<file path="src/rtl/exe_stage_pipe_param_if.sv">
// EXE->MEM pipeline bundle: upstream instruction fields in, last-stage fields,
// status and hazard-unit views out.
interface exe_stage_pipe_param_if #(
  parameter int DATA_W     = 32,
  parameter int REG_ADDR_W = 4,
  parameter int STATUS_W   = 4,
  parameter int DEPTH      = 1
);
  localparam int OCC_W = $clog2(DEPTH + 1);

  logic                        freeze;
  logic                        flush;
  logic                        in_valid;
  logic                        wb_en_in;
  logic                        mem_r_en_in;
  logic                        mem_w_en_in;
  logic                        s_in;
  logic [STATUS_W-1:0]         status_in;
  logic [DATA_W-1:0]           alu_res_in;
  logic [DATA_W-1:0]           val_r_m_in;
  logic [REG_ADDR_W-1:0]       dest_in;

  logic                        out_valid;
  logic                        wb_en_out;
  logic                        mem_r_en_out;
  logic                        mem_w_en_out;
  logic [DATA_W-1:0]           alu_res_out;
  logic [DATA_W-1:0]           val_r_m_out;
  logic [REG_ADDR_W-1:0]       dest_out;
  logic [STATUS_W-1:0]         status_reg;
  logic [DEPTH*REG_ADDR_W-1:0] inflight_dest;
  logic [DEPTH-1:0]            inflight_wb;
  logic [OCC_W-1:0]            occupancy;

  modport master (
    output freeze, flush, in_valid, wb_en_in, mem_r_en_in, mem_w_en_in, s_in,
           status_in, alu_res_in, val_r_m_in, dest_in,
    input  out_valid, wb_en_out, mem_r_en_out, mem_w_en_out, alu_res_out,
           val_r_m_out, dest_out, status_reg, inflight_dest, inflight_wb, occupancy
  );

  modport slave (
    input  freeze, flush, in_valid, wb_en_in, mem_r_en_in, mem_w_en_in, s_in,
           status_in, alu_res_in, val_r_m_in, dest_in,
    output out_valid, wb_en_out, mem_r_en_out, mem_w_en_out, alu_res_out,
           val_r_m_out, dest_out, status_reg, inflight_dest, inflight_wb, occupancy
  );
endinterface

</file>
<file path="src/rtl/exe_stage_pipe_param.sv">
// Parametrised EXE->MEM pipeline register (DEPTH stages) with stall, flush,
// per-stage valid, hazard-unit destination views and the NZCV status register.
module exe_stage_pipe_param #(
  parameter int DATA_W     = 32,
  parameter int REG_ADDR_W = 4,
  parameter int STATUS_W   = 4,
  parameter int DEPTH      = 1
) (
  input  logic                    clk,
  input  logic                    rst,
  exe_stage_pipe_param_if.slave   bus
);
  localparam int OCC_W = $clog2(DEPTH + 1);

  generate
    if (DEPTH < 1 || DEPTH > 4) begin : g_bad_depth
      $error("exe_stage_pipe_param: DEPTH must be in 1..4");
    end
  endgenerate

  typedef struct packed {
    logic                  vld;
    logic                  wb;
    logic                  mr;
    logic                  mw;
    logic [DATA_W-1:0]     alu;
    logic [DATA_W-1:0]     rm;
    logic [REG_ADDR_W-1:0] dest;
  } stage_t;

  stage_t                      r_stg [DEPTH];
  stage_t                      w_in;
  logic [STATUS_W-1:0]         r_status;
  logic                        w_status_we;
  logic [OCC_W-1:0]            w_occ;
  logic [DEPTH*REG_ADDR_W-1:0] w_idest;
  logic [DEPTH-1:0]            w_iwb;

  // A non-valid instruction enters as an all-zero bubble
  always_comb begin
    w_in = '0;
    if (bus.in_valid) begin
      w_in.vld  = 1'b1;
      w_in.wb   = bus.wb_en_in;
      w_in.mr   = bus.mem_r_en_in;
      w_in.mw   = bus.mem_w_en_in;
      w_in.alu  = bus.alu_res_in;
      w_in.rm   = bus.val_r_m_in;
      w_in.dest = bus.dest_in;
    end
  end

  assign w_status_we = bus.s_in & bus.in_valid & ~bus.flush & ~bus.freeze;

  always_ff @(posedge clk) begin
    if (rst) begin
      for (int k = 0; k < DEPTH; k++) r_stg[k] <= '0;
      r_status <= '0;
    end else begin
      // Flush beats freeze at stage 0 so a stalled pipe can still kill the incoming op
      if (bus.flush)        r_stg[0] <= '0;
      else if (!bus.freeze) r_stg[0] <= w_in;
      if (!bus.freeze) begin
        for (int k = 1; k < DEPTH; k++) r_stg[k] <= r_stg[k-1];
      end
      if (w_status_we) r_status <= bus.status_in;
    end
  end

  always_comb begin
    w_occ   = '0;
    w_idest = '0;
    w_iwb   = '0;
    for (int k = 0; k < DEPTH; k++) begin
      w_idest[k*REG_ADDR_W +: REG_ADDR_W] = r_stg[k].dest;
      w_iwb[k] = r_stg[k].vld & r_stg[k].wb;
      w_occ    = w_occ + OCC_W'(r_stg[k].vld);
    end
  end

  assign bus.out_valid     = r_stg[DEPTH-1].vld;
  assign bus.wb_en_out     = r_stg[DEPTH-1].vld & r_stg[DEPTH-1].wb;
  assign bus.mem_r_en_out  = r_stg[DEPTH-1].vld & r_stg[DEPTH-1].mr;
  assign bus.mem_w_en_out  = r_stg[DEPTH-1].vld & r_stg[DEPTH-1].mw;
  assign bus.alu_res_out   = r_stg[DEPTH-1].alu;
  assign bus.val_r_m_out   = r_stg[DEPTH-1].rm;
  assign bus.dest_out      = r_stg[DEPTH-1].dest;
  assign bus.status_reg    = r_status;
  assign bus.inflight_dest = w_idest;
  assign bus.inflight_wb   = w_iwb;
  assign bus.occupancy     = w_occ;
endmodule

</file>
<file path="src/flat_wrapper.sv">
// flat-port wrapper written by rule: the top's interface ports become plain ports
module exe_stage_pipe_param_flat 
#(
  parameter int DATA_W     = 32,
  parameter int REG_ADDR_W = 4,
  parameter int STATUS_W   = 4,
  parameter int DEPTH      = 1
)
  (clk, rst, bus_freeze, bus_flush, bus_in_valid, bus_wb_en_in, bus_mem_r_en_in, bus_mem_w_en_in, bus_s_in, bus_status_in, bus_alu_res_in, bus_val_r_m_in, bus_dest_in, bus_out_valid, bus_wb_en_out, bus_mem_r_en_out, bus_mem_w_en_out, bus_alu_res_out, bus_val_r_m_out, bus_dest_out, bus_status_reg, bus_inflight_dest, bus_inflight_wb, bus_occupancy);
  exe_stage_pipe_param_if #(.DATA_W(DATA_W), .REG_ADDR_W(REG_ADDR_W), .STATUS_W(STATUS_W), .DEPTH(DEPTH)) bus_i ();
  input  logic clk;
  input  logic rst;
  input wire logic [$bits(bus_i.freeze)-1:0] bus_freeze;
  input wire logic [$bits(bus_i.flush)-1:0] bus_flush;
  input wire logic [$bits(bus_i.in_valid)-1:0] bus_in_valid;
  input wire logic [$bits(bus_i.wb_en_in)-1:0] bus_wb_en_in;
  input wire logic [$bits(bus_i.mem_r_en_in)-1:0] bus_mem_r_en_in;
  input wire logic [$bits(bus_i.mem_w_en_in)-1:0] bus_mem_w_en_in;
  input wire logic [$bits(bus_i.s_in)-1:0] bus_s_in;
  input wire logic [$bits(bus_i.status_in)-1:0] bus_status_in;
  input wire logic [$bits(bus_i.alu_res_in)-1:0] bus_alu_res_in;
  input wire logic [$bits(bus_i.val_r_m_in)-1:0] bus_val_r_m_in;
  input wire logic [$bits(bus_i.dest_in)-1:0] bus_dest_in;
  output wire logic [$bits(bus_i.out_valid)-1:0] bus_out_valid;
  output wire logic [$bits(bus_i.wb_en_out)-1:0] bus_wb_en_out;
  output wire logic [$bits(bus_i.mem_r_en_out)-1:0] bus_mem_r_en_out;
  output wire logic [$bits(bus_i.mem_w_en_out)-1:0] bus_mem_w_en_out;
  output wire logic [$bits(bus_i.alu_res_out)-1:0] bus_alu_res_out;
  output wire logic [$bits(bus_i.val_r_m_out)-1:0] bus_val_r_m_out;
  output wire logic [$bits(bus_i.dest_out)-1:0] bus_dest_out;
  output wire logic [$bits(bus_i.status_reg)-1:0] bus_status_reg;
  output wire logic [$bits(bus_i.inflight_dest)-1:0] bus_inflight_dest;
  output wire logic [$bits(bus_i.inflight_wb)-1:0] bus_inflight_wb;
  output wire logic [$bits(bus_i.occupancy)-1:0] bus_occupancy;
  assign bus_i.freeze = bus_freeze;
  assign bus_i.flush = bus_flush;
  assign bus_i.in_valid = bus_in_valid;
  assign bus_i.wb_en_in = bus_wb_en_in;
  assign bus_i.mem_r_en_in = bus_mem_r_en_in;
  assign bus_i.mem_w_en_in = bus_mem_w_en_in;
  assign bus_i.s_in = bus_s_in;
  assign bus_i.status_in = bus_status_in;
  assign bus_i.alu_res_in = bus_alu_res_in;
  assign bus_i.val_r_m_in = bus_val_r_m_in;
  assign bus_i.dest_in = bus_dest_in;
  assign bus_out_valid = bus_i.out_valid;
  assign bus_wb_en_out = bus_i.wb_en_out;
  assign bus_mem_r_en_out = bus_i.mem_r_en_out;
  assign bus_mem_w_en_out = bus_i.mem_w_en_out;
  assign bus_alu_res_out = bus_i.alu_res_out;
  assign bus_val_r_m_out = bus_i.val_r_m_out;
  assign bus_dest_out = bus_i.dest_out;
  assign bus_status_reg = bus_i.status_reg;
  assign bus_inflight_dest = bus_i.inflight_dest;
  assign bus_inflight_wb = bus_i.inflight_wb;
  assign bus_occupancy = bus_i.occupancy;
  exe_stage_pipe_param #(.DATA_W(DATA_W), .REG_ADDR_W(REG_ADDR_W), .STATUS_W(STATUS_W), .DEPTH(DEPTH)) u_core (.clk(clk), .rst(rst), .bus(bus_i));
endmodule
</file>
<file path="config.mk">
export PLATFORM = sky130hd
export DESIGN_NAME = exe_stage_pipe_param_flat
export DESIGN_NICKNAME = d
export VERILOG_FILES = /design/src/rtl/exe_stage_pipe_param_if.sv /design/src/rtl/exe_stage_pipe_param.sv /design/src/flat_wrapper.sv
export SDC_FILE = /design/constraint.sdc
export NUM_CORES = 1
export LEC_CHECK = 0
export CAP_MARGIN = 15
export CORE_AREA = 2 2 111 113
export DETAILED_ROUTE_END_ITERATION = 12
export DIE_AREA = 0 0 113 115
export HOLD_SLACK_MARGIN = 0.06
export PLACE_DENSITY_LB_ADDON = 0.25
export SYNTH_ARGS = -nofsm -noshare
export SYNTH_HDL_FRONTEND = slang
export SYNTH_SLANG_ARGS = --single-unit
</file>
<file path="constraint.sdc">
create_clock -name clk -period 2.28 [get_ports clk]
set_input_delay 0.228 -clock clk [delete_from_list [all_inputs] [get_ports clk]]
set_output_delay 0.228 -clock clk [all_outputs]
set_load 0.05 [all_outputs]
</file>
# == Yosys cells after proc, flatten, opt, wreduce, memory -nomap -nowiden ==
# Memory sizes are Yosys's and may differ from the RTL's.
# Cells that the tools add are included.
# W data, S select, Z words.
# word_totals
reg_bits,4
latchBits,0
ram_bits,72
mem_bits_ro,0
input_bits,81
output_inout_bits,82
wordCells,26
mem_count,1
# mem_list
name,depth,word_bits,rd,rd_clocked_by_memory_dff,wr,line,text
u_core.r_stg,1,72,1,0,1,exe_stage_pipe_param.sv:31,stage_t r_stg [DEPTH];
# op_classes
add_sub_neg,0
multipliers,0
div,0
n_lt_le_gt_ge,0
n_eq_ne,0
n_shift,0
mux,14
bitwise_logic,8
n_reduce_logical,2
# ops
cell,count
$mux W72,3
$reduce_or A72 Y1,2
$mux W1,11
$and A1 B1 Y1,6
$not A1 Y1,2

# == Longest topological paths before layout ==
# depth
depth_word,6
ltp_mapped,4
ltp_nobuf,2

# == Worst setup path after synthesis ==
# No wires, ideal clock.
# synth_timing
path_kind,input -> register
from,in rst
to,mem u_core.r_stg[0][0] in the netlist's numbering (enable)
setup_time_ns,0.745
t_arrival_ns,1.605
required_ns,1.535
slack_ns,-0.070
stages,3
n_path_buf,1
path_cell_list,buf_6 -> nor2_1 -> nand2_1
# synth_via
elab_chain_len,5
word_cells_on_any_way,10
cone_classes,mux (8); reduce/logical (2)
# synth_lines
element,line,text
from (decl),flat_wrapper.sv:12,input logic rst;
$mux W1,exe_stage_pipe_param.sv:56,if (rst) begin
$mux W1 (implied by the code),exe_stage_pipe_param.sv:61,if (bus.flush) r_stg[0] <= '0;
$reduce_or A72 Y1 (no source line),-,
$mux W1 (no source line),-,
$mux W1 (no source line) *,-,
to (decl),exe_stage_pipe_param.sv:31,
# Every way passes the cells marked *; elsewhere a longest branch is shown, timed or not.

# == Worst setup path after layout ==
# layout_timing
from,mem u_core.r_stg[0][71] in the netlist's numbering
to,out bus_mem_w_en_out
# layout_via
elab_chain_len,2
# layout_lines
element,line,text
$mem_v2 Z1 W72,-,
$and A1 B1 Y1,exe_stage_pipe_param.sv:84,assign bus.mem_w_en_out = r_stg[DEPTH-1].vld & r_stg[DEPTH-1].mw;
to (decl),flat_wrapper.sv:27,output wire logic [$bits(bus_i.mem_w_en_out)-1:0] bus_mem_w_en_out;
# Every way passes these cells.

==> results.sh <==
export IMPL_launching_element_type_of_the_critical_path="register"
export IMPL_wire_length_of_the_first_global_routing_pass_um=10100
export IMPL_drt_total_wl_um=6600
export IMPL_max_slew_margin_rel_pct=62.8
export IMPL_sort_of_element_at_the_end_of_the_critical_path="primary output"
export IMPL_viasPerCell=3.93
export IMPL_post_cts_repair_setup_buffers=0
export IMPL_static_leakage_power_nw=1.91
export IMPL_hold_path_class="in2reg"
export IMPL_max_cap_viol_count=0
export IMPL_finalWorstPathRequiredPeriod_ns=1.93
export IMPL_io_buffers=162
export IMPL_synth_top_cells_by_area="edfxtp_1 63%, buf_4 16%, and2_1 13%, dfxtp_1 2.3%, nand2b_1 1.5%"
export IMPL_yosysTopAreaCellShare_pct=62.8
export IMPL_clockPowerShare_pct=39.9
export IMPL_worst_hold_slack_ns=0.476
export IMPL_post_synthesis_register_bit_count=76
export IMPL_ant_nets=0
export IMPL_dp_hpwl_um=4840
export IMPL_grt_util_all_layers_pct=10.3
export IMPL_coreArea_um2=11800
export IMPL_max_vdd_ir_drop_v=0.000252
export IMPL_fin_nets=425
export IMPL_clock_tree_root_cell="clkbuf_16"
export IMPL_worstMarginPinSlew_ns=0.557
export IMPL_finalSetupViolCount=0
export IMPL_clk_pin_slew_ns=0.06
export IMPL_violations="design-rule violations"
export IMPL_cts_tree="yes"
export IMPL_global_route_overflow=0
export IMPL_slew_viol_final=0
export IMPL_die_width_um=113
export IMPL_layout_cells_most_common_list="162 x clkdlybuf4s50_1, 74 x and2_1, 72 x edfxtp_1"
export IMPL_cts_made_buffers=9
export IMPL_drt_pre_antenna_iters=8
export IMPL_final_fill_count=1128
export IMPL_layout_cells_most_common="clkdlybuf4s50_1"
export IMPL_finalSetupTns_ns=0
export IMPL_antenna_found_initial=0
export IMPL_internal_power_w=0.00280
export IMPL_timing_hold_violations_final=0
export IMPL_timing_final_crit_share_pct=84.6
export IMPL_via_count=1948
export IMPL_diodes=0
export IMPL_synthCells=249
export IMPL_dieArea_um2=13000
export IMPL_power_density_nw_per_um2=737
export IMPL_timing_fmax_mhz=518
export IMPL_post_synth_cell_area_avg_um2=13.8
export IMPL_synth_top_cell_by_area="edfxtp_1"
export IMPL_drive_above_1_share_pct=5.44
export IMPL_gp_routability_congestion=0.624
export IMPL_comb_power_share_pct=16.4
export IMPL_cts_htree_levels=3
export IMPL_mappedNetlistNets=330
export IMPL_cp_data_arrival_time_ns=1.70
export IMPL_post_cts_resize_count=0
export IMPL_fp_row_count=40
export IMPL_grt_start_max_net_pins=44
export IMPL_drcViolationCount=11
export IMPL_floorplan_initialDensity_pct=29.1
export IMPL_max_clock_skew_ns=0
export IMPL_rsz0062_at_grt="false"
export IMPL_initialDrtViolationCount=58
export IMPL_area_growth_pct=45.8
export IMPL_clock_tree_buffer_depth=2
export IMPL_clock_latency_ns=0.32
export IMPL_total_i_o_pin_count=163
export IMPL_power_switching_w=0.000897
export IMPL_power_share_switching_pct=24.3
export IMPL_cts_hold_buf=0
export IMPL_worst_ep_required_time_ns=2.05
export IMPL_synthesized_area_um2=3440
export IMPL_share_seq_of_total_power_pct=43.7
export IMPL_number_of_flip_flops_in_the_largest_register=72
export IMPL_crit_path_max_fanout=5
export IMPL_wire_per_inst_um=13.3
export IMPL_status="finished, violations left"
export IMPL_clock_sinks=76
export IMPL_crit_type="reg2out"
export IMPL_first_global_vias=1992
export IMPL_floorplan_die_height_um=115
export IMPL_sequential_cell_area_fraction_in_the_yosys_report_pct=65.1
export IMPL_final_core_utilization_pct=42.5
export IMPL_ys_types=14
export IMPL_synth_warning_count=0
-- layer usage --
metal | up-vias | wire length (um) | global-route usage, % | part of all wire, %
met5 | - | 0 | 0 | 0
met4 | 0 | 110 | 5.37 | 1.7
met3 | 9 | 831 | 4.80 | 13
met2 | 100 | 3050 | 15.6 | 46
met1 | 894 | 2610 | 12.2 | 40
li1 | 945 | - | - | -
-- path summary, 6_finish.rpt --
check                                         from                               endpoint  slack, ns  cells after the start
min reg2reg  u_core.bus.status_reg[0]$_SDFFE_PP0P_  u_core.bus.status_reg[0]$_SDFFE_PP0P_       0.48                      2
min                               bus_status_in[2]  u_core.bus.status_reg[2]$_SDFFE_PP0P_       0.48                      3
max reg2reg  u_core.bus.status_reg[3]$_SDFFE_PP0P_  u_core.bus.status_reg[3]$_SDFFE_PP0P_       1.70                      2
max              u_core.r_stg[0][71]$_SDFFCE_PN0P_                       bus_mem_w_en_out       0.35                      2
-- worst max-delay path: stages (launching register included) --
cell,delay (ns)
edfxtp_1,0.40
and2_1,0.16
clkdlybuf4s50_1,0.81
-- layout make-up --
class	instances	area (um^2)	area share, %
Sequential cell	76	2240	44.7
Timing Repair Buffer	167	1680	33.5
Multi-Input combinational cell	90	602	12.0
Clock inverter	6	78.8	1.57
Clock buffer	10	229	4.56
Tap cell	147	184	3.66
-- synth_stat cells --
| master | number |
|---|---|
| nor2_1 | 1 |
| dfxtp_1 | 4 |
| edfxtp_1 | 72 |
| buf_4 | 74 |
| mux2i_1 | 4 |
| nor4b_4 | 1 |
| nand2b_1 | 8 |
| clkbuf_1 | 1 |
| buf_2 | 1 |
| buf_6 | 1 |
| and2_1 | 74 |
| nor4bb_1 | 1 |
| clkbuf_2 | 6 |
| nand2_1 | 1 |
-- kinds of logic after synthesis --
| kind of cell | after synthesis | share of synthesized area, % |
|---|---|---|
| buffers and inverters | 83 | 17.6 |
| DFF | 76 | 65.1 |
| muxes | 4 | 1.16 |
| and+or+nand+nor | 86 | 16.1 |
-- power by group through the flow --
stage / Sequential, W / Combinational [W] / Clock, W
detailed placement: 0.00165 / 0.000613 / 0
global route: 0.00162 / 0.000632 / 0.00158
floorplan: 0.00165 / 0.000404 / 0
CTS: 0.00162 / 0.000615 / 0.00151
global placement: 0.00164 / 0.000611 / 0
finish: 0.00161 / 0.000607 / 0.00148
-- through the flow --
stage               instances  instance area (um^2)  total power [W]  setup WS, ns
CTS                       496                  5020          0.00375         0.312
global placement          480                  4710          0.00225         0.464
finish                    496                  5020          0.00370         0.350
floorplan                 249                  3440          0.00205         0.582
global route              496                  5020          0.00383         0.259
detailed placement        480                  4710          0.00226         0.419
No activity file was read; power rests on OpenSTA's default activity.
